## config.mk

```make
export PLATFORM = sky130hd
export DESIGN_NAME = debug_unit
export DESIGN_NICKNAME = d
export VERILOG_FILES = /design/src/rtl/debug_unit.sv
export SDC_FILE = /design/constraint.sdc
export NUM_CORES = 1
export LEC_CHECK = 0
export CORE_MARGIN = 2
export CORE_UTILIZATION = 50
export CTS_BUF_LIST = sky130_fd_sc_hd__clkbuf_8
export CTS_CLUSTER_SIZE = 24
export DETAILED_ROUTE_END_ITERATION = 16
export HOLD_SLACK_MARGIN = 0.1
export PLACE_DENSITY = 0.8
export SLEW_MARGIN = 20
export SYNTH_ARGS = -nofsm -noshare
export SYNTH_HDL_FRONTEND = slang
export SYNTH_SLANG_ARGS = --single-unit
```

## constraint.sdc

```tcl
create_clock -name i_clock -period 2.9 [get_ports i_clock]
set_clock_uncertainty 0.1 [all_clocks]
set_input_delay 0.29 -clock i_clock [delete_from_list [all_inputs] [get_ports i_clock]]
set_output_delay 0.29 -clock i_clock [all_outputs]
set_load 0.02 [all_outputs]
```

## src/rtl/debug_unit.sv

```systemverilog
// Debug unit: loads program memory from UART bytes, runs the processor until
// it halts, then streams the first DUMP_WORDS data-memory words back over UART
// as big-endian byte pairs.
module debug_unit #(
  parameter int BITS       = 16,
  parameter int DTBITS     = 11,
  parameter int DUMP_WORDS = 8
) (
  input  logic              i_clock,
  input  logic              i_reset,
  input  logic [7:0]        i_rx_data,
  input  logic              i_rx_done,
  output logic [7:0]        o_tx_data,
  output logic              o_tx_start,
  input  logic              i_tx_done,
  output logic              o_prog_we,
  output logic [DTBITS-1:0] o_prog_addr,
  output logic [BITS-1:0]   o_prog_data,
  output logic              o_cpu_rst_n,
  input  logic              i_halt_flag,
  output logic [DTBITS-1:0] o_ram_addr,
  input  logic [BITS-1:0]   i_ram_data,
  output logic              o_busy
);

  typedef enum logic [3:0] {
    IDLE, LD_CNT, LD_HI, LD_LO, LD_WR, RUN,
    DP_RD, DP_HI, DP_WHI, DP_LO, DP_WLO
  } state_t;

  localparam logic [7:0]        CMD_LOAD  = 8'h4C;
  localparam logic [7:0]        CMD_RUN   = 8'h52;
  localparam logic [DTBITS:0]   DUMP_INIT = (DTBITS+1)'(DUMP_WORDS);
  localparam logic [DTBITS:0]   DUMP_ONE  = (DTBITS+1)'(1);
  localparam logic [DTBITS-1:0] ADDR_ONE  = DTBITS'(1);

  state_t            state;
  state_t            state_next;
  logic [7:0]        word_cnt;
  logic [DTBITS:0]   dump_cnt;
  logic [7:0]        tx_hold;

  // State register; reset drops any load or dump in progress straight to IDLE.
  always_ff @(posedge i_clock or negedge i_reset) begin
    if (!i_reset) state <= IDLE;
    else          state <= state_next;
  end

  // Next-state logic; each state only reacts to the handshake it owns.
  always_comb begin
    state_next = state;
    case (state)
      IDLE: begin
        if (i_rx_done) begin
          if (i_rx_data == CMD_LOAD)     state_next = LD_CNT;
          else if (i_rx_data == CMD_RUN) state_next = RUN;
        end
      end
      LD_CNT: if (i_rx_done) state_next = (i_rx_data == 8'd0) ? IDLE : LD_HI;
      LD_HI:  if (i_rx_done) state_next = LD_LO;
      LD_LO:  if (i_rx_done) state_next = LD_WR;
      LD_WR:  state_next = (word_cnt == 8'd1) ? IDLE : LD_HI;
      RUN:    if (i_halt_flag) state_next = DP_RD;
      DP_RD:  state_next = DP_HI;
      DP_HI:  state_next = DP_WHI;
      DP_WHI: if (i_tx_done) state_next = DP_LO;
      DP_LO:  state_next = DP_WLO;
      DP_WLO: if (i_tx_done) state_next = (dump_cnt == DUMP_ONE) ? IDLE : DP_RD;
      default: state_next = IDLE;
    endcase
  end

  // Transmit byte comes straight from RAM during the start pulse and is held afterwards.
  always_comb begin
    o_tx_data = tx_hold;
    if (state == DP_HI)      o_tx_data = i_ram_data[BITS-1:8];
    else if (state == DP_LO) o_tx_data = i_ram_data[7:0];
  end

  assign o_prog_we   = (state == LD_WR);
  assign o_tx_start  = (state == DP_HI) || (state == DP_LO);
  assign o_busy      = (state != IDLE);
  assign o_cpu_rst_n = (state == RUN)    || (state == DP_RD) || (state == DP_HI) ||
                       (state == DP_WHI) || (state == DP_LO) || (state == DP_WLO);

  // Datapath: word assembly, load/dump addresses and counters, held tx byte.
  always_ff @(posedge i_clock or negedge i_reset) begin
    if (!i_reset) begin
      word_cnt    <= '0;
      dump_cnt    <= '0;
      o_prog_addr <= '0;
      o_prog_data <= '0;
      o_ram_addr  <= '0;
      tx_hold     <= '0;
    end else begin
      case (state)
        LD_CNT: begin
          if (i_rx_done) begin
            word_cnt    <= i_rx_data;
            o_prog_addr <= '0;
          end
        end
        LD_HI: if (i_rx_done) o_prog_data[BITS-1:8] <= i_rx_data;
        LD_LO: if (i_rx_done) o_prog_data[7:0] <= i_rx_data;
        LD_WR: begin
          o_prog_addr <= o_prog_addr + ADDR_ONE;
          word_cnt    <= word_cnt - 8'd1;
        end
        RUN: begin
          if (i_halt_flag) begin
            o_ram_addr <= '0;
            dump_cnt   <= DUMP_INIT;
          end
        end
        DP_HI, DP_LO: tx_hold <= o_tx_data;
        DP_WLO: begin
          if (i_tx_done) begin
            dump_cnt <= dump_cnt - DUMP_ONE;
            if (dump_cnt != DUMP_ONE) o_ram_addr <= o_ram_addr + ADDR_ONE;
          end
        end
        default: ;
      endcase
    end
  end

endmodule

```

==> flow_summary.toml <==
[sta]
relSlewSlack = 0.412
drv_slew = 0
fmax_mhz = 372
finalHoldViolations = 0
setup_viol = 0
rsz0062_at_grt = "no"
timing.final.ws_setup_ns = 0.214
post-route-min-period_ns = 2.69
tightestPinTransition_ns = 0.881
fin_setup_tns_ns = 0
period_share = 0.926

[clock_network]
clock_latency_ns = 0.35
tritoncts = "yes"
cts_buffers = 9
cts.sinks = 70
post_cts_buffers = 0
clk_pin_slew_ns = 0.07
ctsHtreeMaxLevel = 3
cts_root_buf = "clkbuf_8"
cts_buffer_depth = 2

[global_route]
grt_pass1_wl_mm = 13.5
grt_pass1_vias = 2923
track_usage = 0.218
grt.met1_usage = 0.284
grt.busiest_layer = "met2"
grt_max_degree = 71
grtUsageMet2 = 0.345
grt-ovfl-total = 0
antenna_found_initial = 0
gr-usage-met3 = 0.0591

[worst_setup_path]
path_delay_family = "buffers and inverters"
critPathMaxFanout = 10
path_buf_inv = 2
cp-start-kind = "flop"
cp-startpoint = "state[0]"
worst-endpoint-required_ns = 2.51
crit_path_end_kind = "output pin"
critPathMaxStageDelay_ns = 0.63
cpMaxStageDelayCell = "clkdlybuf4s50_1"
path_cells = "nor2b_2, nor3b_2, buf_4, a22oi_1, nand2_1, clkdlybuf4s50_1"
arrival_ns = 2.30
worstSetupPathType = "reg -> out"
r2r-start = "state[0]"

[run]
maxCapViolations = 0

[status]
outcome = "finished clean"

[detailed_routing]
vias = 3085
drt_iter0_drc = 225
routedWlPerCell_um = 14.9
firstDrtPassIters = 4
ant_nets = 0
drcViolationCount = 0
wl_mm = 8.21
via_per_inst = 5.61

[synthesis]
synth_area_leaders = "dfrtp_1 (48%), nand2_1 (5.3%), mux2_2 (4.9%)"
syn_area_um2 = 3640
synthFlopType = "dfrtp_1"
ys_warn_count = 0
synth_cell_type_count = 60
synthArstFlopShare = 1.00
yosys.area.top_type_share = 0.481
synth-edff-count = 0
yosys.area.top_type = "dfrtp_1"
ys_seq_elements = 70
synth_nets = 394
synth_seq_area_share = 0.481
synthCells = 359
avgSynthCellArea_um2 = 10.2

[placed_design]
io_buffers = 78
preCtsSetupSlack_ns = 0.545
gp_congestion = 0.844
place_hpwl_mm = 5.75

[power_and_ir_drop]
ir_worst_vdd_uv = 668
powerDensity_nw_per_um2 = 992
p_leak_nw = 2.06

[die]
fp.dieW_um = 89.4
dieArea_um2 = 7990
pin_count = 79
die_h_um = 89.4
rows = 31
coreArea_um2 = 7140
start_util = 0.511

[hold_path]
hold_start = "tx_hold[4]"
hold_class = "reg -> reg"

[finish]
diodes = 0
areaGrowthSynthToFinish_pct = 31.4
final_layout_size_suffix_gt1_frac = 0.124
final_nets = 481
power breakdown:
group / switching [mW] / total [mW] / internal [mW]
logic: 1.17 / 2.24 / 1.07
clock network: 0.372 / 0.852 / 0.479
registers: 0.310 / 1.66 / 1.35
total: 1.86 / 4.75 / 2.89
registers in the layout (all words and copies together), names as in the netlist:
signal / cells
o_prog_data: 16
dump_cnt: 12
o_prog_addr: 11
o_ram_addr: 11
tx_hold: 8
word_cnt: 8
state: 4
cell families after synthesis:
family / Yosys count / synth area share
multiplexers: 21 / 0.0639
flip-flops: 70 / 0.481
XOR/XNOR: 13 / 0.0312
AND/OR/NAND/NOR: 145 / 0.215
AO/OA/AOI/OAI: 79 / 0.161
buffers and inverters: 25 / 0.0282
adder cells (fa/ha/maj): 6 / 0.0206
cell usage after synthesis (5+ instances only):
master	instances
ha_1	6
xor2_1	8
nor2b_1	6
a31o_1	5
a21oi_1	11
mux2_2	16
nand2_1	51
nand4_1	7
inv_1	11
nor4_1	5
xnor2_1	5
dfrtp_1	70
o211ai_1	5
nor3_1	6
nand3_1	17
nor2_1	28
a22oi_1	10
o21ai_0	11
clkbuf_1	7
final cells by class:
class                   count  area, um^2
clock buffers               9         124
clock inverters             7        90.1
fillers                   594        2350
inverters                  12        45.0
multi-input cells         264        1790
flip-flops and latches     70        1750
well taps                  99         124
repair buffers             89         861
what timing repair did:
action                                 CTS  global route
hold buffers                             1             0
setup endpoints to repair                0             1
endpoints found under the hold margin   70             0
gates resized for setup                  0             1
through the flow:
step	std cells	area (um^2)	util	power, mW	hold WS [ns]
6_report	550	4790	0.671	4.75	0.377
5_1_grt	550	4790	0.671	5.06	0.395
4_1_cts	550	4790	0.671	4.78	0.379
3_5_place_dp	533	4560	0.639	3.91	0.361
3_3_place_gp	533	4560	0.639	3.84	0.356
2_1_floorplan	359	3640	-	2.99	-0.106
metal layers:
layer  vias to the layer above  part of all wire
li1                       1489                 -
met1                      1512              0.45
met2                        72              0.48
met3                        12             0.051
met4                         0             0.016
met5                         -                 0
worst min-delay path, cell delays in order, from the launching register on:
cell and delay, ns:
dfrtp_1 0.32, nand2_1 0.06, nand2_1 0.06
layout by cell type, fill, tap and decap left out, drive strengths merged, types with 9 or more instances in the layout:
cell type      instances
clkdlybuf4s50         77
dfrtp                 70
nand2                 51
nor2                  28
mux2                  18
nand3                 17
inv                   13
o21ai                 13
a21oi                 12
buf                   11
a22oi                 10
clkbuf                 9
worst paths after layout:
check	to	slack, ns	cells past startpoint
worst max-delay path	o_tx_data[0]	0.21	6
max in group asynchronous	word_cnt[6]	1.51	3
min in group asynchronous	o_prog_data[10]	0.60	3
worst max register to register	dump_cnt[11]	0.60	6
worst min-delay path	tx_hold[4]	0.38	2
worst min register to register	tx_hold[4]	0.38	2
Note: power is estimated with default switching activity, not from simulation.
